**src/rtl/cfg_pkg.sv**
```systemverilog
// ---------------------------------------------------------------------------
// cfg_pkg
// Shared types and helpers for the configuration-chain loader.
//   cfg_state_t  : loader FSM states (IDLE, LOAD, VERIFY, DONE)
//   CFG_CRC_POLY : CRC-8 generator polynomial (x^8 + x^2 + x + 1)
//   crc8_step()  : one bit-serial, MSB-first CRC-8 update step
// ---------------------------------------------------------------------------
package cfg_pkg;

    typedef enum logic [1:0] {
        IDLE   = 2'd0,
        LOAD   = 2'd1,
        VERIFY = 2'd2,
        DONE   = 2'd3
    } cfg_state_t;

    localparam logic [7:0] CFG_CRC_POLY = 8'h07;

    // Non-reflected, MSB-first update: the incoming bit is XORed with the
    // register MSB and the result decides whether the polynomial is folded in.
    function automatic logic [7:0] crc8_step(input logic [7:0] crc, input logic din);
        logic fb;
        fb = crc[7] ^ din;
        return {crc[6:0], 1'b0} ^ (fb ? CFG_CRC_POLY : 8'h00);
    endfunction

endpackage

```
**src/rtl/cfg_chain_loader_if.sv**
```systemverilog
// ---------------------------------------------------------------------------
// cfg_chain_loader_if
// Host word stream into the loader (valid/ready handshake).
//   word_data  : bitstream word, MSB is shifted into the chain first
//   word_valid : word_data holds a valid word
//   word_ready : loader takes the word this cycle (transfer on valid && ready)
// Modports:
//   master : host side (drives data/valid, observes ready)
//   slave  : loader side (observes data/valid, drives ready)
// ---------------------------------------------------------------------------
interface cfg_chain_loader_if #(
    parameter int WORD_W = 8
);
    logic [WORD_W-1:0] word_data;
    logic              word_valid;
    logic              word_ready;

    modport master (
        output word_data,
        output word_valid,
        input  word_ready
    );

    modport slave (
        input  word_data,
        input  word_valid,
        output word_ready
    );
endinterface

```
**src/rtl/cfg_crc8_serial.sv**
```systemverilog
// ---------------------------------------------------------------------------
// cfg_crc8_serial
// Bit-serial CRC-8 accumulator (poly 0x07, init 0x00, MSB-first, no xorout).
// Ports:
//   clk    : clock
//   nrst   : asynchronous active-low reset (clears the CRC)
//   clr    : synchronous clear back to the init value
//   step   : absorb bit_in this cycle
//   bit_in : serial data bit
//   crc    : current CRC value
// ---------------------------------------------------------------------------
module cfg_crc8_serial
    import cfg_pkg::*;
(
    input  logic       clk,
    input  logic       nrst,
    input  logic       clr,
    input  logic       step,
    input  logic       bit_in,
    output logic [7:0] crc
);

    logic [7:0] crc_q;
    logic [7:0] crc_d;

    always_comb begin
        crc_d = crc_q;
        if (clr) begin
            crc_d = 8'h00;
        end else if (step) begin
            crc_d = crc8_step(crc_q, bit_in);
        end
    end

    always_ff @(posedge clk or negedge nrst) begin
        if (!nrst) begin
            crc_q <= 8'h00;
        end else begin
            crc_q <= crc_d;
        end
    end

    assign crc = crc_q;

endmodule

```
**src/rtl/cfg_chain_loader.sv**
```systemverilog
// ---------------------------------------------------------------------------
// cfg_chain_loader
// Loads a daisy-chained LE configuration shift chain from a host word stream,
// then recirculates the chain once to restore it while reading it back, and
// compares a CRC-8 of the bits sent against a CRC-8 of the bits returned.
// Ports:
//   clk          : system clock (shared with the LE config registers)
//   nrst         : asynchronous active-low reset
//   en           : global enable; everything freezes and cfg_en=0 while low
//   start        : begin a load (only honoured in IDLE)
//   word_if      : host word stream (slave side of cfg_chain_loader_if)
//   cfg_data_out : serial bit into the chain head
//   cfg_en       : chain shift strobe
//   cfg_data_in  : serial bit from the chain tail
//   busy         : high while loading or verifying
//   done         : one-cycle completion pulse
//   error        : CRC mismatch, held until the next accepted start
// ---------------------------------------------------------------------------
module cfg_chain_loader
    import cfg_pkg::*;
#(
    parameter int CHAIN_LEN = 68,
    parameter int WORD_W    = 8
) (
    input  logic                clk,
    input  logic                nrst,
    input  logic                en,
    input  logic                start,
    cfg_chain_loader_if.slave   word_if,
    output logic                cfg_data_out,
    output logic                cfg_en,
    input  logic                cfg_data_in,
    output logic                busy,
    output logic                done,
    output logic                error
);

    localparam int CNT_W = $clog2(CHAIN_LEN + 1);
    localparam int BC_W  = $clog2(WORD_W + 1);

    cfg_state_t        state_q;
    logic              busy_q;
    logic              error_q;

    logic [WORD_W-1:0] buf_q,     buf_d;
    logic [BC_W-1:0]   buf_cnt_q, buf_cnt_d;
    logic [CNT_W-1:0]  bit_cnt_q, bit_cnt_d;

    logic              buf_empty;
    logic              load_ready;
    logic              word_accept;
    logic              load_shift;
    logic              verify_shift;
    logic              last_bit;
    logic              start_accept;
    logic [CNT_W-1:0]  bits_left;
    logic [BC_W-1:0]   load_cnt;
    logic [7:0]        tx_crc;
    logic [7:0]        rx_crc;
    logic              crc_bad;

    // -----------------------------------------------------------------------
    // Control decode
    // -----------------------------------------------------------------------
    assign buf_empty    = (buf_cnt_q == '0);
    assign start_accept = (state_q == IDLE) && start && en;
    assign load_ready   = (state_q == LOAD) && buf_empty
                          && (bit_cnt_q < CNT_W'(CHAIN_LEN)) && en;
    assign word_accept  = load_ready && word_if.word_valid;
    assign load_shift   = (state_q == LOAD) && !buf_empty && en;
    assign verify_shift = (state_q == VERIFY) && en;
    assign last_bit     = (bit_cnt_q == CNT_W'(CHAIN_LEN - 1));

    // The final word may carry more bits than the chain still needs; only
    // its upper bits_left bits are shifted and the rest drop out unused.
    assign bits_left = CNT_W'(CHAIN_LEN) - bit_cnt_q;
    assign load_cnt  = (bits_left >= CNT_W'(WORD_W)) ? BC_W'(WORD_W) : BC_W'(bits_left);

    assign word_if.word_ready = load_ready;

    // Strobe and data are decoded straight from state/buffer/en so the chain
    // never sees a shift in IDLE or DONE.
    assign cfg_en       = load_shift || verify_shift;
    assign cfg_data_out = load_shift   ? buf_q[WORD_W-1] :
                          verify_shift ? cfg_data_in     : 1'b0;

    // -----------------------------------------------------------------------
    // Word buffer and chain bit counter
    // -----------------------------------------------------------------------
    always_comb begin
        buf_d     = buf_q;
        buf_cnt_d = buf_cnt_q;
        bit_cnt_d = bit_cnt_q;
        if (start_accept) begin
            buf_d     = '0;
            buf_cnt_d = '0;
            bit_cnt_d = '0;
        end else if (word_accept) begin
            buf_d     = word_if.word_data;
            buf_cnt_d = load_cnt;
        end else if (load_shift) begin
            buf_d     = {buf_q[WORD_W-2:0], 1'b0};
            buf_cnt_d = buf_cnt_q - 1'b1;
            bit_cnt_d = last_bit ? '0 : bit_cnt_q + 1'b1;
        end else if (verify_shift) begin
            bit_cnt_d = last_bit ? '0 : bit_cnt_q + 1'b1;
        end
    end

    always_ff @(posedge clk or negedge nrst) begin
        if (!nrst) begin
            buf_q     <= '0;
            buf_cnt_q <= '0;
            bit_cnt_q <= '0;
        end else begin
            buf_q     <= buf_d;
            buf_cnt_q <= buf_cnt_d;
            bit_cnt_q <= bit_cnt_d;
        end
    end

    // -----------------------------------------------------------------------
    // CRCs: TX absorbs every bit pushed into the head during LOAD, RX absorbs
    // every bit pulled from the tail during VERIFY.
    // -----------------------------------------------------------------------
    cfg_crc8_serial u_tx_crc (
        .clk    (clk),
        .nrst   (nrst),
        .clr    (start_accept),
        .step   (load_shift),
        .bit_in (buf_q[WORD_W-1]),
        .crc    (tx_crc)
    );

    cfg_crc8_serial u_rx_crc (
        .clk    (clk),
        .nrst   (nrst),
        .clr    (start_accept),
        .step   (verify_shift),
        .bit_in (cfg_data_in),
        .crc    (rx_crc)
    );

    // The RX register has not yet absorbed the last returned bit when leaving
    // VERIFY, so fold it in here so error is valid alongside done.
    assign crc_bad = (crc8_step(rx_crc, cfg_data_in) != tx_crc);

    // -----------------------------------------------------------------------
    // FSM with registered busy/error
    // -----------------------------------------------------------------------
    always_ff @(posedge clk or negedge nrst) begin
        if (!nrst) begin
            state_q <= IDLE;
            busy_q  <= 1'b0;
            error_q <= 1'b0;
        end else begin
            case (state_q)
                IDLE: begin
                    if (start_accept) begin
                        state_q <= LOAD;
                        busy_q  <= 1'b1;
                        error_q <= 1'b0;
                    end
                end
                LOAD: begin
                    if (load_shift && last_bit) begin
                        state_q <= VERIFY;
                    end
                end
                VERIFY: begin
                    if (verify_shift && last_bit) begin
                        state_q <= DONE;
                        busy_q  <= 1'b0;
                        error_q <= crc_bad;
                    end
                end
                DONE: begin
                    if (en) begin
                        state_q <= IDLE;
                    end
                end
                default: begin
                    state_q <= IDLE;
                    busy_q  <= 1'b0;
                end
            endcase
        end
    end

    assign busy  = busy_q;
    assign error = error_q;
    // Gated by en so a frozen DONE state defers the pulse instead of stretching it.
    assign done  = (state_q == DONE) && en;

endmodule

```
**src/flat_wrapper.sv**
```systemverilog
// flat-port wrapper written by rule: the top's interface ports become plain ports
module cfg_chain_loader_flat import cfg_pkg::*;
#(
    parameter int CHAIN_LEN = 68,
    parameter int WORD_W    = 8
)
  (clk, nrst, en, start, cfg_data_out, cfg_en, cfg_data_in, busy, done, error, word_if_word_data, word_if_word_valid, word_if_word_ready);
  cfg_chain_loader_if #(.WORD_W(WORD_W)) word_if_i ();
  input  logic clk;
  input  logic nrst;
  input  logic en;
  input  logic start;
  output logic cfg_data_out;
  output logic cfg_en;
  input  logic cfg_data_in;
  output logic busy;
  output logic done;
  output logic error;
  input wire logic [$bits(word_if_i.word_data)-1:0] word_if_word_data;
  input wire logic [$bits(word_if_i.word_valid)-1:0] word_if_word_valid;
  output wire logic [$bits(word_if_i.word_ready)-1:0] word_if_word_ready;
  assign word_if_i.word_data = word_if_word_data;
  assign word_if_i.word_valid = word_if_word_valid;
  assign word_if_word_ready = word_if_i.word_ready;
  cfg_chain_loader #(.CHAIN_LEN(CHAIN_LEN), .WORD_W(WORD_W)) u_core (.clk(clk), .nrst(nrst), .en(en), .start(start), .word_if(word_if_i), .cfg_data_out(cfg_data_out), .cfg_en(cfg_en), .cfg_data_in(cfg_data_in), .busy(busy), .done(done), .error(error));
endmodule
```
**config.mk**
```make
export PLATFORM = sky130hd
export DESIGN_NAME = cfg_chain_loader_flat
export DESIGN_NICKNAME = d
export VERILOG_FILES = /design/src/rtl/cfg_pkg.sv /design/src/rtl/cfg_chain_loader_if.sv /design/src/rtl/cfg_crc8_serial.sv /design/src/rtl/cfg_chain_loader.sv /design/src/flat_wrapper.sv
export SDC_FILE = /design/constraint.sdc
export NUM_CORES = 1
export LEC_CHECK = 0
export BUFFER_PORTS_ARGS = -buffer_cell sky130_fd_sc_hd__buf_2
export CAP_MARGIN = 0
export CORE_MARGIN = 5
export CORE_UTILIZATION = 46
export DETAILED_ROUTE_END_ITERATION = 8
export GPL_ROUTABILITY_DRIVEN = 0
export SYNTH_ARGS = -nofsm -noshare
export SYNTH_HDL_FRONTEND = slang
export SYNTH_HIERARCHICAL = 1
export SYNTH_SLANG_ARGS = --single-unit
export TNS_END_PERCENT = 10
```
**constraint.sdc**
```tcl
create_clock -name clk -period 3.2 [get_ports clk]
set_input_delay 0.16 -clock clk [delete_from_list [all_inputs] [get_ports clk]]
set_output_delay 0.16 -clock clk [all_outputs]
set_load 0.01 [all_outputs]
```
Word level (Yosys, flattened, before mapping)
Index checks and enable logic that the tools add are counted.

word-level totals
  flip-flop bits (word level) = 39
  bits in latches = 0
  memory bits (writable) = 0
  memory bits (read-only) = 0
  input bits = 14
  output and inout port bits = 6
  word-level logic and storage cells = 82
  memories kept = 0

operators by class
  $add $sub $neg = 3
  $mul = 0
  divide/modulo/power cells = 0
  $lt $le $gt $ge = 2
  equal/unequal tests = 10
  shift-type cells = 0
  mux-type cells = 31
  bitwise gates (word level) = 4
  reductions and logical operators = 24

operator list
  kind                                                               number
  2-to-1 mux 8 bit                                                   7
  2-to-1 mux 7 bit                                                   5
  2-to-1 mux 4 bit                                                   4
  logical AND 1 bit                                                  12
  2-to-1 mux 2 bit                                                   4
  inequality test 2 bit, second input constant                       4
  inequality test 8 bit                                              1
  one-hot mux 2 bit (4 select lines)                                 1
  XOR 8 x 3 -> 8 bit                                                 1
  XOR 8 bit                                                          1
  adder 7 x 1 -> 7 bit, second input constant                        1
  equality test 7 bit, second input constant                         1
  greater-or-equal comparator 7 x 4 -> 1 bit, second input constant  1
  less-than comparator 7 bit, second input constant                  1
  subtractor 7 bit, first input constant                             1
  2-to-1 mux 1 bit                                                   6
  2-to-1 mux 3 bit                                                   2
  nonzero test 2 bit                                                 3
  nonzero test 3 bit                                                 2
  equality test 2 bit, second input constant                         2
  logical NOT 4 bit                                                  1
  one-hot mux 1 bit (2 select lines)                                 2
  AND reduction 4 bit                                                1
  subtractor 4 x 1 -> 4 bit, second input constant                   1
  other kinds (8)                                                    9

Logic depth before layout (Yosys ltp)
Gate-level depths: netlist of the first run.

  word-level depth = 7
  mapped depth = 9
  gate-level depth less buffers = 7

Modules after synthesis
Netlist of the first run, hierarchy kept.

by module, submodules not included
  module            instances  cells an instance  area each (sq um)  sequential area each (sq um)
  cfg_chain_loader  1          180                1,634.1            575.6
  cfg_crc8_serial   2          32                 372.9              200.2

Worst setup path after synthesis of the first run
Ideal clock, no wire load.

  path kind = reg-to-reg
  start point = reg u_core.state_q[1]
  end point = reg u_core.u_tx_crc.crc_q[2] (netlist: u_core/u_tx_crc/crc[2])
  setup time = 104 ps
  arrival = 2,092 ps
  required time = 3,096 ps
  path slack = 1,004 ps
  cell stages (with the launch flop) = 10
  buffers on the path = 2
  period minus slack after synthesis = 2,196 ps
  path through = dfrtp_1 inv_1 ha_1 nand2_1 nor2_1 buf_2 buf_6 inv_2 or4_1 o311ai_1

on the way
  cells in the longest elaborated chain, start to end = 4
  elaborated cells between the ends (all ways) = 8
  classes of those cells = eq/ne (1); mux (1); reduce/logical (6)

ends and longest elaborated chain
  what                                 RTL line                 source
  start, declared                      cfg_chain_loader.sv:41   cfg_state_t state_q;
  start signal, assigned               cfg_chain_loader.sv:153  state_q <= IDLE;
  start signal, assigned               cfg_chain_loader.sv:160  state_q <= LOAD;
  start signal, assigned               cfg_chain_loader.sv:167  state_q <= VERIFY;
  equality test 2 x 1 -> 1 bit         cfg_chain_loader.sv:70   assign load_shift = (state_q == LOAD) && !buf_empty && en;
  logical AND 1 bit (2 in series)      cfg_chain_loader.sv:70
  named net u_core.load_shift          cfg_chain_loader.sv:52   logic load_shift;
  nonzero test 2 bit (no source line)  --
  end signal, assigned                 cfg_crc8_serial.sv:39    crc_q <= crc_d;
  end, declared                        cfg_crc8_serial.sv:23    logic [7:0] crc_q;

The timed path passes the listed nets, and every way through them passes these cells.
A chain may end at the register's enable or synchronous reset.

Final worst setup path of the first run
  start point = reg u_core.state_q[1]
  end point = out cfg_data_out

on the way
  cells in the longest elaborated chain, start to end = 4
  elaborated cells between the ends (all ways) = 7
  classes of those cells = eq/ne (2); mux (2); reduce/logical (3)

ends and longest elaborated chain
  what                                                                 RTL line                                        source
  equality test 2 bit or equality test 2 x 1 -> 1 bit (tied branches)  cfg_chain_loader.sv:71, cfg_chain_loader.sv:70
  logical AND 1 bit, on equally long branches                          cfg_chain_loader.sv:71, cfg_chain_loader.sv:70
  2-to-1 mux 1 bit or logical AND 1 bit (tied branches)                cfg_chain_loader.sv:85, cfg_chain_loader.sv:70
  2-to-1 mux 1 bit (*)                                                 cfg_chain_loader.sv:84                          assign cfg_data_out = load_shift ? buf_q[WORD_W-1] :
  end, declared                                                        flat_wrapper.sv:13                              output logic cfg_data_out;

Every way passes the cells marked *; elsewhere a longest branch is shown, timed or not.

==> metrics, run 1 <==
status complete, but fails checks; failing checks hold timing; CTS tree built; Peak supply drop 0.3718 mV; first-pass GRT wire length 8342 um; syn_nets 267; CP Capture Type primary output; CP Launch Type flip-flop; Top FF cell, synth dfrtp_1; largest net degree at the start of global routing 40; Mapped Cells 244; largest family of logic cells by synthesized area simple AND/OR/NAND/NOR gates; vias per inst 5.358; Avg Inst Size Synth 9.753 um^2; flops & latches, synth 39; Die Wd 81.93 um; EDFF count, synth 0; Die Area 6712 um^2; max incr delay on CP 0.41 ns; antenna-violating nets left 0; Yosys warnings 6; register area share after synthesis 0.4101; post-CTS sizing 0; Synth Area in Adders 0.04732; setup TNS after final layout 0 ns; Slew @ Worst Pin 0.8965 ns; PwrDens 849.9 nW/um^2; clock latency on the worst-skew pair 0.29 ns; final worst slack 0.8613 ns; DR WL/cell 14.12 um; XOR/XNOR share of the synthesized area 0.05521; Worst slew margin 0.4017; asr flop ratio synth 1.000; detailed router's first-iteration violation count 106; Worst Hold Class in -> async; leading area contributor after synthesis dfrtp_1; gr ovfl total 0; Synth Area in Simple Gates 0.1930; DRC 0; CP max FO 10; top-area cell type share of the netlist area 0.4101; fin crit period 2.339 ns; Seq. cell area 975.9 um^2; Die Height 81.93 um; Setup CP Type reg -> out; vias in the first global route 1757; Final setup violation count 0; GR met1 Demand/Resource 0.2095; Synth Area in Compound Gates 0.1367; Post-DP Area 2494 um^2; initial antenna violation count 0; Root Buffer clkbuf_8; count of pins over their slew limit 0; max cap viols 0; Hold Buf Count CTS 0; design area 2626 um^2; Final Power 2.232 mW; clk sink count 39; Setup Fix Bufs, Post-CTS 0; unrepaired setup endpoints after global routing false; # nets final 284; via count 1779; CTS max path bufs 2; top cells by area, synth dfrtp_1 41%, mux2i_1 8.8%, ha_1 4.7%, nor2_1 4.3%, a211oi_1 3.5%; Detailed Place HPWL 3334 um; I/O pins 20; dpl ws 0.9068 ns; crit share post-route 0.7309; number of fill cells 503; clk_skew 0.005851 ns; Mapped Area 2380 um^2; peak-usage layer in the global routing report met2; Core Footprint 5075 um^2; FMAX 427.6 MHz; Leak 1.161 nW; Cell variety after synth 48; Pre-antenna DRT Iters 4; number of buffers inserted by port buffering 19; post-synthesis mux area share 0.09306; diode count 0; Total Routed Length 4688 um; CP Cell Sequence inv_1, ha_1, nand2_1, nor2_2, buf_4, nand2_1, o21ai_0, buf_2; critical path arrival 2.18 ns; All-Layer GR Usage 0.1606; clk slew on worst S/H paths 0.08 ns; Starting Density 0.4689; met3 Usage GRT 0.03289; reg2reg start u_core/bit_cnt_q[0]; Slowest-stage cell, CP dfrtp_1; Fin. Hold Viols 17; worst path required time 3.04 ns; share of cells above drive strength 1 0.1565; Critical Path Source u_core/state_q[1]; met2 Usage GRT 0.2666; Area growth, synth to finish 10.36%; CTS H-tree depth 2; footprint of the multi-input gates 1252 um^2; TritonCTS buffer count 5; Core Rows 26; Most common cell on crit path nand2_1; Hold WS -0.02188 ns
==> worst max-delay path, delay by kind of cell (launching register included) <==
kind	cells	cell delay (ns)
AOI/OAI and AO/OA	1	0.07
adders and majority gates	1	0.27
buffers and inverters	3	0.53
DFF	1	0.41
and+or+nand+nor	3	0.59
==> placed cells by master, fill, tap and decap left out, types with 8 or more instances in the layout <==
cell,n
buf_2,19
mux2i_1,21
ha_1,9
nand2_1,13
nand3_1,10
inv_1,14
dfrtp_1,39
a211oi_1,11
a21oi_1,11
o21ai_0,8
nor2_1,26
xor2_1,8
==> sequential cells by signal, indices dropped and copies added (netlist names) <==
name,count
u_core/buf_q,8
u_core/u_rx_crc/crc,8
u_core/u_tx_crc/crc,8
u_core/bit_cnt_q,7
u_core/buf_cnt_q,4
u_core/state_q,2
u_core/busy,1
u_core/error,1
==> per-layer routing <==
metal	wire length (um)	share of wire
met2	2339	0.50
met3	123	0.026
met4	52	0.011
met5	0	0
met1	2172	0.46
==> per-stage QoR <==
stage | utilization | instances
floorplan | - | 244
global placement | 0.4914 | 324
detailed placement | 0.4914 | 324
CTS | 0.5175 | 332
global route | 0.5175 | 332
finish | 0.5175 | 332
==> cells in the mapped netlist (4+ instances only) <==
cell      count
nand2_1      13
nand3_1      10
xnor2_1       7
or4_1         6
nor2_1       27
a211oi_1     11
o211ai_1      4
dfrtp_1      39
a21oi_1      11
o21ai_0       8
buf_6         5
inv_1        14
mux2i_1      21
xor2_1        8
ha_1          9
==> cell type report <==
cell class                      instances  area share
Sequential cell                        39      0.3716
Tap cell                               70     0.03335
Inverter                               16     0.02287
Multi-Input combinational cell        177      0.4769
Clock inverter                          2     0.02287
Clock buffer                            6     0.02763
Timing Repair Buffer                   22     0.04478
==> power breakdown <==
group,switching (mW),internal (mW)
clock network,0.172,0.312
registers,0.200,0.675
logic,0.462,0.411
==> final timing paths <==
path	endpoint	slack (ns)	depth (start not counted)
hold reg to reg	u_core/error	0.52	2
hold / removal	u_core/busy	-0.02	1
setup reg to reg	u_core/buf_cnt_q[3]	0.90	7
max in group asynchronous	u_core/bit_cnt_q[6]	2.66	1
setup / recovery	cfg_data_out	0.86	8
min in group clk	u_core/buf_q[0]	0.11	3
==> cells by family after synthesis <==
| logic type | after synthesis |
|---|---|
| and+or+nand+nor | 83 |
| AOI/OAI and AO/OA | 48 |
| DFF | 39 |
| buffers and inverters | 28 |
| muxes | 22 |
| xor gates and xnor gates | 15 |
| adders and majority gates | 9 |
Power figures use the tool's default switching activity.
==> run 2: changes to the inputs <==
==> constraint.sdc (replaced) <==
create_clock -name clk -period 2.3 [get_ports clk]
set_input_delay 0.115 -clock clk [delete_from_list [all_inputs] [get_ports clk]]
set_output_delay 0.115 -clock clk [all_outputs]
set_load 0.01 [all_outputs]
==> run 2 against run 1 <==
The flow now finishes without violations. Critical path depth grew 1. Die area did not move. Clock skew is 0.00057 ns higher. Combinational power rose by 45%. Largest power group is now combinational cells. First-iteration DRC count shrank 50%. Largest cell class unchanged. Sequential share of layout area shrank 0.32 points. Sequential power up 38%. Highest routed layer unchanged. Global-route usage down 0.52 points. Utilization up 0.44 points.
==> metrics, run 2 (synthesis gave the netlist of run 1 again) <==
CTS max path bufs 2; Die Wd 81.93 um; unrepaired setup endpoints after global routing false; Core Rows 26; CP Launch Type flip-flop; diode count 0; vias in the first global route 1765; Setup Fix Bufs, Post-CTS 0; Area growth, synth to finish 11.30%; Setup CP Type reg -> out; Leak 1.175 nW; TritonCTS buffer count 5; Slew @ Worst Pin 0.8573 ns; setup TNS after final layout 0 ns; Slowest-stage cell, CP dfrtp_1; Pre-antenna DRT Iters 4; Detailed Place HPWL 3370 um; clk slew on worst S/H paths 0.07 ns; largest net degree at the start of global routing 40; Total Routed Length 4710 um; clock latency on the worst-skew pair 0.30 ns; CP max FO 11; I/O pins 20; via count 1782; crit share post-route 0.9090; initial antenna violation count 0; CP bufs+invs 4; Worst slew margin 0.4285; Starting Density 0.4689; Peak supply drop 0.4726 mV; status finished, final reports clean; clk_skew 0.006417 ns; Finished Core Util 0.5219; first-pass GRT wire length 7900 um; WHS Path Cells 3; CP Capture Type primary output; gr ovfl total 0; DR WL/cell 13.93 um; share of cells above drive strength 1 0.1754; Final setup violation count 0; most common cell after layout, fill and taps aside dfrtp_1; Most common cell on crit path buf_4; Die Height 81.93 um; # nets final 290; DRC 0; count of pins over their slew limit 0; max cap viols 0; most frequent cells in the layout 39 x dfrtp_1, 26 x nor2_1, 21 x mux2i_1; vias per inst 5.272; PwrDens 1131 nW/um^2; Root Buffer clkbuf_8; CP Cell Sequence inv_1, ha_1, nor3b_2, buf_4, nor2_2, buf_4, nand2_1, o21ai_0, buf_2; Worst Hold Class in -> reg; Fin. Hold Viols 0; Core Footprint 5075 um^2; fin crit period 2.091 ns; antenna-violating nets left 0; CP Depth 9; CP delay by family, top buffers and inverters; CTS H-tree depth 2; FMAX 478.3 MHz; worst path required time 2.18 ns; max incr delay on CP 0.40 ns; detailed router's first-iteration violation count 53; All-Layer GR Usage 0.1554; FF-to-FF path depth 7; Die Area 6712 um^2; clk sink count 39; number of buffers inserted by port buffering 19; CTS tree built; critical path arrival 1.98 ns
run 2: layout make-up:
class | count | area (um^2)
clock buffers | 8 | 100.1
fillers | 515 | 2426
inverters | 16 | 60.06
multi-input cells | 177 | 1260
flip-flops and latches | 39 | 975.9
well taps | 70 | 87.58
repair buffers | 28 | 165.2
run 2: worst reg2reg max path: stages (launching register included):
cell      delay (ns)
dfrtp_1         0.43
inv_1           0.06
ha_1            0.22
o311ai_1        0.38
nand3_1         0.18
or2_1           0.27
buf_4           0.20
a211oi_1        0.25
run 2: worst paths after layout:
| check | startpoint | to | slack [ns] |
|---|---|---|---|
| hold reg to reg | u_core/error | u_core/error | 0.52 |
| setup reg to reg | u_core/bit_cnt_q[1] | u_core/buf_q[3] | 0.21 |
| hold / removal | word_if_word_data[0] | u_core/buf_q[0] | 0.05 |
| min in group asynchronous | nrst | u_core/busy | 0.47 |
| max in group asynchronous | nrst | u_core/buf_cnt_q[2] | 1.30 |
| setup / recovery | u_core/buf_cnt_q[0] | cfg_data_out | 0.21 |
run 2: power breakdown:
part	total (mW)	switching, mW	internal (mW)
Clock	0.516	0.242	0.274
Sequential	1.21	0.270	0.939
Combinational	1.27	0.664	0.605
Total	3.00	1.18	1.82
run 2: metrics by stage:
| stage | hold WS (ns) | setup slack (ns) | std cells | cell area, um^2 | power [mW] |
|---|---|---|---|---|---|
| after floorplan | -0.1806 | 0.1045 | 244 | 2380 | 2.195 |
| after global placement | 0.3007 | 0.2628 | 329 | 2531 | 2.466 |
| after detailed placement | 0.2886 | 0.1772 | 329 | 2531 | 2.491 |
| after CTS | 0.04757 | 0.1055 | 338 | 2641 | 3.013 |
| after global routing | 0.06711 | 0.04372 | 338 | 2649 | 3.225 |
| final | 0.05071 | 0.2092 | 338 | 2649 | 2.995 |
run 2: repair_timing:
item	4_1_cts	5_1_grt
hold buffers	1	0
endpoints found under the setup margin	0	3
gates resized for setup	0	2
hold endpoints to repair	39	0
run 2: metal layers:
metal,up-vias,part of all wire,GRT usage
li1,911,-,-
met1,845,0.47,0.1842
met2,20,0.48,0.2706
met3,6,0.023,0.02961
met4,0,0.018,0.06977
met5,-,0,0
==> run 3: changes to the inputs <==
--- a/config.mk
+++ b/config.mk
@@ -5,6 +5,7 @@
 export SDC_FILE = /design/constraint.sdc
 export NUM_CORES = 1
 export LEC_CHECK = 0
+export ABC_AREA = 1
 export BUFFER_PORTS_ARGS = -buffer_cell sky130_fd_sc_hd__buf_2
 export CAP_MARGIN = 0
 export CORE_MARGIN = 5
==> run 3 against run 2 <==
Fmax up 9.3%. Die area increased by 7.7%. Sequential share of layout area fell by 2.3 points. Clock skew decreased by 0.0025 ns. Via count up 16%. Area after synthesis grew 8.8%. Synthesized cell count grew 35%. Cell count grew 26%. Hold slack better by 0.018 ns. Largest cell class unchanged. Non-clock buffer count decreased by 8. Cell area rose by 6.6%. Clock-buffer cell count decreased by 1. Largest power group unchanged.
==> metrics, run 3 <==
status finished, final reports clean; Finished Core Util 0.5158; most frequent cells in the layout 113 x nand2_1, 42 x inv_1, 39 x dfrtp_1; worst path required time 2.49 ns; Starting Density 0.4730; Mapped Area 2589 um^2; largest net degree at the start of global routing 40; crit share post-route 0.8315; All-Layer GR Usage 0.1533; max incr delay on CP 0.45 ns; clock latency on the worst-skew pair 0.29 ns; setup TNS after final layout 0 ns; reg2reg start u_core/bit_cnt_q[0]; EDFF count, synth 0; Die Height 85.02 um; CTS max path bufs 2; most common cell in the netlist nand2_1; Pre-antenna DRT Iters 4; top-area cell type share of the netlist area 0.3770; post-synthesis mux area share 0; FF-to-FF End u_core/buf_q[5]; count of pins over their slew limit 0; Core Footprint 5473 um^2; Root Buffer clkbuf_8; Final setup violation count 0; CP Cell Sequence inv_1, ha_1, nand2_1, nand2_1, o21bai_4, nand3_4, nand2_4, inv_1, nand2_1, nand2_1; register area share after synthesis 0.3770; clk sink count 39; Mapped Cells 330; most frequent cells after synthesis 113 x nand2_1, 42 x inv_1, 39 x dfrtp_1; TritonCTS buffer count 5; Hold Buf Count CTS 1; WHS Path Cells 3; number of buffers inserted by port buffering 19; DRC 0; top cells by area, synth dfrtp_1 38%, nand2_1 16%, inv_1 6.1%, ha_1 4.3%, nand3_1 4.3%; Synth Area in Simple Gates 0.3388; detailed router's first-iteration violation count 110; # nets final 377; Worst slew margin 0.4086; critical path arrival 2.10 ns; XOR/XNOR share of the synthesized area 0.03722; CTS tree built; Hold WS 0.06854 ns; Die Wd 85.02 um; max cap viols 0; diode count 0; first-pass GRT wire length 8983 um; Leak 1.505 nW; Avg Inst Size Synth 7.845 um^2; Fin. Hold Viols 0; via count 2061; I/O pins 20; clk_skew 0.003957 ns; CP Launch Type flip-flop; flops & latches, synth 39; Yosys warnings 6; FMAX 522.9 MHz; share of cells above drive strength 1 0.2056; leading area contributor after synthesis dfrtp_1; R2R setup slack 0.39 ns; Die Area 7228 um^2; gr ovfl total 0; Area growth, synth to finish 9.038%; CP bufs+invs 2; Worst Hold Class in -> reg; Peak supply drop 0.5071 mV; Top FF cell, synth dfrtp_1; worst hold path startpoint word_if_word_data[0]; WHS Endpoint u_core/buf_q[0]; unrepaired setup endpoints after global routing false; antenna-violating nets left 0; Detailed Place HPWL 3841 um; Total Routed Length 5120 um; most common cell after layout, fill and taps aside nand2_1; CP Capture Type flip-flop; Synth Area in Compound Gates 0.1102; Cell variety after synth 34; syn_nets 353; Synth Area in Adders 0.04350; Core Rows 27; PwrDens 1170 nW/um^2; CTS H-tree depth 2; initial antenna violation count 0; Most common cell on crit path nand2_1; DR WL/cell 11.99 um; clk slew on worst S/H paths 0.08 ns; Setup Fix Bufs, Post-CTS 0; CP delay by family, top simple AND/OR/NAND/NOR gates; post-CTS sizing 0; FF-to-FF path depth 10; vias per inst 4.827; Setup CP Type reg -> reg; vias in the first global route 2034; fin crit period 1.912 ns; Slowest-stage cell, CP dfrtp_1; asr flop ratio synth 1.000; CP max FO 15; Slew @ Worst Pin 0.8871 ns; largest family of logic cells by synthesized area simple AND/OR/NAND/NOR gates
## run 3: tightest hold or removal path: cells and delay by family
kind | cells | cell delay, ns
buffers and inverters | 1 | 0.08
AND/OR/NAND/NOR | 2 | 0.13
## run 3: area by class of cell
type / count / area [um^2]
fillers: 554 / 2650
multi-input cells: 237 / 1371
flip-flops and latches: 39 / 975.9
inverters: 51 / 198.9
repair buffers: 20 / 105.1
well taps: 72 / 90.09
clock buffers: 7 / 76.32
clock inverters: 1 / 5.005
## run 3: report_power, final
part,total (mW),internal [mW],switching (mW),leakage (nW)
logic,1.69,0.658,1.03,0.941
clock network,0.457,0.213,0.244,0.0422
registers,1.16,0.922,0.235,0.522
## run 3: worst max path at each step
stage	startpoint	end	slack, ns	cells after the start
finish	u_core/bit_cnt_q[0]	u_core/buf_q[5]	0.39	10
global route	u_core/bit_cnt_q[0]	u_core/buf_q[5]	0.24	10
detailed placement	u_core/bit_cnt_q[0]	u_core/buf_q[7]	0.40	10
global placement	u_core/bit_cnt_q[0]	u_core/buf_q[7]	0.45	10
CTS	u_core/bit_cnt_q[0]	u_core/buf_q[7]	0.39	10
floorplan	u_core/bit_cnt_q[0]	u_core/buf_cnt_q[0]	0.64	11
## run 3: per-stage QoR
step | instances | cell area [um^2] | power, mW | setup slack, ns
floorplan | 330 | 2589 | 2.525 | 0.6418
global placement | 418 | 2731 | 2.851 | 0.4471
detailed placement | 418 | 2731 | 2.857 | 0.3973
CTS | 427 | 2823 | 3.333 | 0.3900
global route | 427 | 2823 | 3.625 | 0.2425
finish | 427 | 2823 | 3.301 | 0.3876
## run 3: kinds of logic after synthesis
kind of cell | count (synthesis)
buffers and inverters | 54
and+or+nand+nor | 180
AOI/OAI and AO/OA | 37
DFF | 39
adders and majority gates | 9
xor gates and xnor gates | 11
## run 3: per-layer routing
layer | up-vias | part of all wire | track usage
li1 | 1095 | - | -
met1 | 941 | 0.49 | 0.2006
met2 | 18 | 0.47 | 0.2535
met3 | 7 | 0.026 | 0.02816
met4 | 0 | 0.018 | 0.05324
met5 | - | 0 | 0
